$ cat src/rtl/adc_capture_scheduler.sv
`default_nettype none
// +------------------------------------------------------------------------------+
// | adc_capture_scheduler                                                        |
// | Round-robin frame writer sharing one FIFO write port between four ADC chans. |
// | Revision: 1.0                                                                |
// +------------------------------------------------------------------------------+
module adc_capture_scheduler #(
    parameter int FRAME_LEN  = 1024,
    parameter int NUM_ROUNDS = 0
) (
    input  logic        clk,
    input  logic        rst,
    input  logic        start,
    input  logic        stop,
    input  logic [3:0]  ch_mask,
    input  logic        sample_valid,
    input  logic [15:0] adc1,
    input  logic [13:0] adc2,
    input  logic [13:0] adc4,
    input  logic [13:0] adc8,
    input  logic        fifo_full,
    input  logic        fifo_empty,
    output logic        fifo_wr_en,
    output logic [15:0] fifo_din,
    output logic        busy,
    output logic        overflow,
    output logic [2:0]  state
);

    typedef enum logic [2:0] {
        S_IDLE = 3'd0,
        S_ARM  = 3'd1,
        S_HDR  = 3'd2,
        S_DATA = 3'd3,
        S_NEXT = 3'd4,
        S_DONE = 3'd5
    } state_t;

    localparam logic [15:0] c_last_idx = 16'(FRAME_LEN - 1);
    localparam logic [31:0] c_rounds   = 32'(NUM_ROUNDS);

    state_t      state_q, state_d;
    logic        start_q, start_d;
    logic [3:0]  mask_q, mask_d;
    logic [1:0]  ch_q, ch_d;
    logic [5:0]  seq_q, seq_d;
    logic [15:0] cnt_q, cnt_d;
    logic [31:0] round_q, round_d;
    logic        overflow_q, overflow_d;
    logic        wr_en_q, wr_en_d;
    logic [15:0] din_q, din_d;
    logic        busy_q, busy_d;

    logic [2:0]  w_next;
    logic [15:0] w_sample;

    function automatic logic [1:0] lowest_set(input logic [3:0] m);
        lowest_set = 2'd0;
        for (int i = 3; i >= 0; i--) begin
            if (m[i]) lowest_set = 2'(i);
        end
    endfunction

    // Returns {wrapped, channel}: the nearest set bit above cur, else the lowest set bit.
    function automatic logic [2:0] next_set(input logic [3:0] m, input logic [1:0] cur);
        next_set = {1'b1, lowest_set(m)};
        for (int i = 3; i >= 0; i--) begin
            if (m[i] && (i > int'(cur))) next_set = {1'b0, 2'(i)};
        end
    endfunction

    always_comb begin
        case (ch_q)
            2'd0:    w_sample = adc1;
            2'd1:    w_sample = {{2{adc2[13]}}, adc2};
            2'd2:    w_sample = {{2{adc4[13]}}, adc4};
            default: w_sample = {{2{adc8[13]}}, adc8};
        endcase
    end

    always_comb begin
        state_d    = state_q;
        start_d    = start;
        mask_d     = mask_q;
        ch_d       = ch_q;
        seq_d      = seq_q;
        cnt_d      = cnt_q;
        round_d    = round_q;
        overflow_d = overflow_q;
        wr_en_d    = 1'b0;
        din_d      = din_q;
        w_next     = next_set(mask_q, ch_q);

        case (state_q)
            S_IDLE: begin
                if (start && !start_q && (ch_mask != 4'd0)) begin
                    mask_d     = ch_mask;
                    overflow_d = 1'b0;
                    round_d    = 32'd0;
                    seq_d      = 6'd0;
                    cnt_d      = 16'd0;
                    ch_d       = lowest_set(ch_mask);
                    state_d    = S_ARM;
                end
            end
            S_ARM: begin
                if (stop)            state_d = S_IDLE;
                else if (fifo_empty) state_d = S_HDR;
            end
            S_HDR: begin
                if (!fifo_full) begin
                    wr_en_d = 1'b1;
                    din_d   = {8'hA5, ch_q, seq_q};
                    state_d = S_DATA;
                end
            end
            S_DATA: begin
                if (sample_valid) begin
                    if (fifo_full) begin
                        // Dropped sample aborts the frame; seq stays on the aborted number.
                        overflow_d = 1'b1;
                        cnt_d      = 16'd0;
                        state_d    = S_DONE;
                    end else begin
                        wr_en_d = 1'b1;
                        din_d   = w_sample;
                        if (cnt_q == c_last_idx) begin
                            cnt_d   = 16'd0;
                            seq_d   = seq_q + 6'd1;
                            state_d = S_NEXT;
                        end else begin
                            cnt_d = cnt_q + 16'd1;
                        end
                    end
                end
            end
            S_NEXT: begin
                ch_d    = w_next[1:0];
                round_d = round_q + {31'd0, w_next[2]};
                if (stop || ((c_rounds != 32'd0) && (round_d == c_rounds))) state_d = S_DONE;
                else                                                        state_d = S_HDR;
            end
            S_DONE:  state_d = S_IDLE;
            default: state_d = S_IDLE;
        endcase

        busy_d = (state_d != S_IDLE);
    end

    always_ff @(posedge clk or posedge rst) begin
        if (rst) begin
            state_q    <= S_IDLE;
            start_q    <= 1'b0;
            mask_q     <= 4'd0;
            ch_q       <= 2'd0;
            seq_q      <= 6'd0;
            cnt_q      <= 16'd0;
            round_q    <= 32'd0;
            overflow_q <= 1'b0;
            wr_en_q    <= 1'b0;
            din_q      <= 16'd0;
            busy_q     <= 1'b0;
        end else begin
            state_q    <= state_d;
            start_q    <= start_d;
            mask_q     <= mask_d;
            ch_q       <= ch_d;
            seq_q      <= seq_d;
            cnt_q      <= cnt_d;
            round_q    <= round_d;
            overflow_q <= overflow_d;
            wr_en_q    <= wr_en_d;
            din_q      <= din_d;
            busy_q     <= busy_d;
        end
    end

    assign fifo_wr_en = wr_en_q;
    assign fifo_din   = din_q;
    assign busy       = busy_q;
    assign overflow   = overflow_q;
    assign state      = state_q;

endmodule
`default_nettype wire

$ cat config.mk
export PLATFORM = sky130hd
export DESIGN_NAME = adc_capture_scheduler
export DESIGN_NICKNAME = d
export VERILOG_FILES = /design/src/rtl/adc_capture_scheduler.sv
export SDC_FILE = /design/constraint.sdc
export NUM_CORES = 1
export LEC_CHECK = 0
export ABC_AREA = 1
export BUFFER_PORTS_ARGS = -buffer_cell sky130_fd_sc_hd__buf_2
export CAP_MARGIN = 40
export CORE_UTILIZATION = 52
export DETAILED_ROUTE_END_ITERATION = 8
export GPL_TIMING_DRIVEN = 0
export PLACE_DENSITY = 0.85
export SYNTH_ARGS = -nofsm -noshare
export SYNTH_HDL_FRONTEND = slang
export SYNTH_SLANG_ARGS = --single-unit
$ cat constraint.sdc
create_clock -name clk -period 1.74 [get_ports clk]
set_clock_uncertainty 0.1 [all_clocks]
set_input_delay 0.261 -clock clk [delete_from_list [all_inputs] [get_ports clk]]
set_output_delay 0.261 -clock clk [all_outputs]
set_load 0.01 [all_outputs]
==> impl_metrics.yaml <==
critical_path:
  crit_family: "simple AND/OR/NAND/NOR gates"
  path_class: "reg -> reg"
  cp.buffers_inverters: 1
  crit_path_max_fanout: 10
  crit_required_ps: 1850
  cp-end-kind: "flop"
  critPathLaunchType: "flop"
  cp_slowest_cell: "dfrtp_2"
  crit_arrival_ps: 1790
  worstPathCellList: "nor3_4 > nand3_4 > nand2_8 > buf_4 > nand2_1 > o21ai_1 > nor2_1"
  critPathMaxStageDelay_ps: 450
timing:
  max_freq_ghz: 0.595
  slew_viol_final: 0
  setup_viol: 0
  rsz0062_at_grt: "true"
  min_period_over_period_pct: 96.6
  period_minus_slack_ps: 1680
  tightestPinTransition_ps: 677
  hold_viol_final: 0
  slew_headroom_pct: 54.8
  setup_tns_ps: 0
floorplanning:
  dieArea_um2: 6450
  die_h_um: 80.3
  pin_count: 91
  start_util_pct: 53.8
  die_w_um: 80.3
  core_um2: 5920
  num_rows: 28
clock_tree:
  cts_tree: "done"
  htree_levels: 2
  clk_pin_slew_ps: 90
  cts_inserted_buffers: 5
  root_buffer: "clkbuf_8"
  insertion_delay_ps: 310
  clock_path_buffers: 2
  cts.sinks: 51
drt:
  drc: 0
  wl_um: 8490
  vias: 3356
  drt.antenna.violating_nets: 0
  wl_per_cell_um: 13.6
  drt-pass1-iter-count: 4
  drt_iter0_drc: 171
  vias_per_cell: 5.36
layout:
  antenna_cells: 0
  syn_to_final_growth_pct: 24.2
  drive_above_1_share_pct: 29.8
  final_core_util_pct: 66.8
  nNetsFinal: 621
  fillers: 525
  instances_no_fill: 626
synthesis:
  yosysSeqAreaShare_pct: 40.0
  synth_warnings: 0
  synth_fp_nets: 516
  ys_ff_latch: 51
  synth_cell_types: 34
  synth_area_um2: 3190
  syn_inst: 445
  syn_area_per_cell_um2: 7.16
grt:
  grt.overflow.total: 0
  grt_antenna_before_repair: 0
  grt_pass1_vias: 3178
  grt_pass1_wl_um: 13500
  grt_max_degree: 31
  grt.total_usage_pct: 27.2
pwr:
  peakVddDrop_mv: 0.894
  leakage_uw: 0.00209
  p_per_area_nw_per_um2: 1290
placement:
  place_hpwl_um: 6390
  port_buffers: 90
  post-place-cells: 611
  gp_routability_congestion: 0.864
outcome:
  outcome: "completed"
job:
  cap_violations: 0
worst_hold_path:
  hp-class: "in -> reg"
-- path summary, 6_finish.rpt --
path	from	to	slack [ps]	cells after the start
setup / recovery	state[2]$_DFF_PP0_	cnt_q[2]$_DFFE_PP0P_	60	7
hold / removal	ch_mask[2]	mask_q[2]$_DFFE_PP0P_	80	3
setup reg to reg	state[2]$_DFF_PP0_	cnt_q[2]$_DFFE_PP0P_	60	7
hold reg to reg	fifo_din[12]$_DFFE_PP0P_	fifo_din[12]$_DFFE_PP0P_	380	2
max in group asynchronous	rst	state[2]$_DFF_PP0_	490	4
min in group asynchronous	rst	fifo_din[8]$_DFFE_PP0P_	480	3
-- kinds of logic after synthesis --
logic type	count (synthesis)	share of synthesized area, %
buffers and inverters	64	8.72
AO/OA/AOI/OAI	75	13.9
flip-flops	51	40.0
AND/OR/NAND/NOR	250	35.7
XOR/XNOR	3	0.825
adder cells (fa/ha/maj)	2	0.785
-- flip-flops by register name, indices dropped and copies added (netlist names) --
register / cells
busy: 1
ch_q: 2
cnt_q: 16
fifo_din: 16
fifo_wr_en: 1
mask_q: 4
overflow: 1
seq_q: 6
start_q: 1
state: 3
-- placed cells by master (no fill, tap or decap), types with 4 or more instances in the layout --
| cell | count |
|---|---|
| nor2_1 | 48 |
| nor2_4 | 4 |
| inv_1 | 45 |
| o21ai_2 | 7 |
| nand2_1 | 127 |
| nand2_2 | 12 |
| clkbuf_8 | 5 |
| a21oi_1 | 25 |
| buf_4 | 9 |
| o211ai_1 | 5 |
| buf_2 | 94 |
| a31oi_1 | 8 |
| nand4_1 | 18 |
| o21ai_0 | 20 |
| dfrtp_1 | 48 |
| inv_2 | 7 |
| nand3_1 | 26 |
-- metal layers --
layer | track usage [%] | vias up | routed length (um)
met2 | 50.9 | 128 | 4290
met3 | 3.07 | 12 | 474
met1 | 31.3 | 1561 | 3610
met4 | 11.1 | 0 | 120
met5 | 0 | - | 0
li1 | - | 1655 | -
-- synthesized netlist by cell type --
cell	n	area (um^2)
ha_1	2	25.0
nand4_1	18	113
a211oi_1	1	7.51
nor2_8	1	20.0
nor2_1	51	191
nor2_4	1	11.3
xor2_1	3	26.3
dfrtp_1	51	1280
nand2_2	12	75.1
nand3b_1	1	7.51
buf_2	6	30.0
nand3_2	1	10.0
a22oi_1	1	7.51
a21oi_1	25	125
nand2_4	2	22.5
nor2_2	3	18.8
o21ai_1	3	15.0
nand3_1	27	135
buf_4	4	30.0
buf_6	2	22.5
nor3_4	1	16.3
a21boi_0	2	15.0
o21ai_2	7	61.3
a22o_1	1	8.76
inv_1	47	176
o211ai_1	5	37.5
a31o_2	1	8.76
o21bai_1	1	7.51
inv_2	5	18.8
a31oi_1	8	50.1
o21ai_0	20	100
nand2_1	128	480
nand3_4	1	17.5
or2_2	3	18.8
-- what timing repair did --
action	CTS	global route
endpoints found under the hold margin	30	0
resized for setup	5	11
pin swaps	1	3
setup endpoints to repair	13	30
hold buffers	2	0
buffers inserted	1	4
-- per-stage QoR --
step | total power [uW] | hold slack, ps | cell area [um^2] | setup WS (ps)
after floorplan | 3440 | 192 | 3190 | 149
after global placement | 4180 | 284 | 3730 | -519
after detailed placement | 4260 | 286 | 3760 | -106
after CTS | 5000 | 77.1 | 3890 | 1.59
after global routing | 5460 | 115 | 3960 | -31.6
final | 5090 | 81.0 | 3960 | 58.7
-- cell type report --
type	count	area (um^2)	share of cell area, %
plain buffers	12	87.6	2.21
clock buffers	5	68.8	1.74
clock inverters	3	20.0	0.506
inverters	52	195	4.93
multi-input cells	330	1680	42.4
flip-flops and latches	51	1280	32.3
well taps	75	93.8	2.37
repair buffers	98	536	13.5
-- worst reg2reg max path: stages, from the launching register on --
cell and delay [ps]:
dfrtp_2 450, nor3_4 260, nand3_4 190, nand2_8 130, buf_4 170, nand2_1 90, o21ai_1 140, nor2_1 50
-- report_power, final --
group          total [uW]  internal (uW)  switching (uW)
sequential           1770           1530             246
clock                 696            281             415
combinational        2620            972            1650
total                5090           2780            2310
No activity file was read; power rests on OpenSTA's default activity.
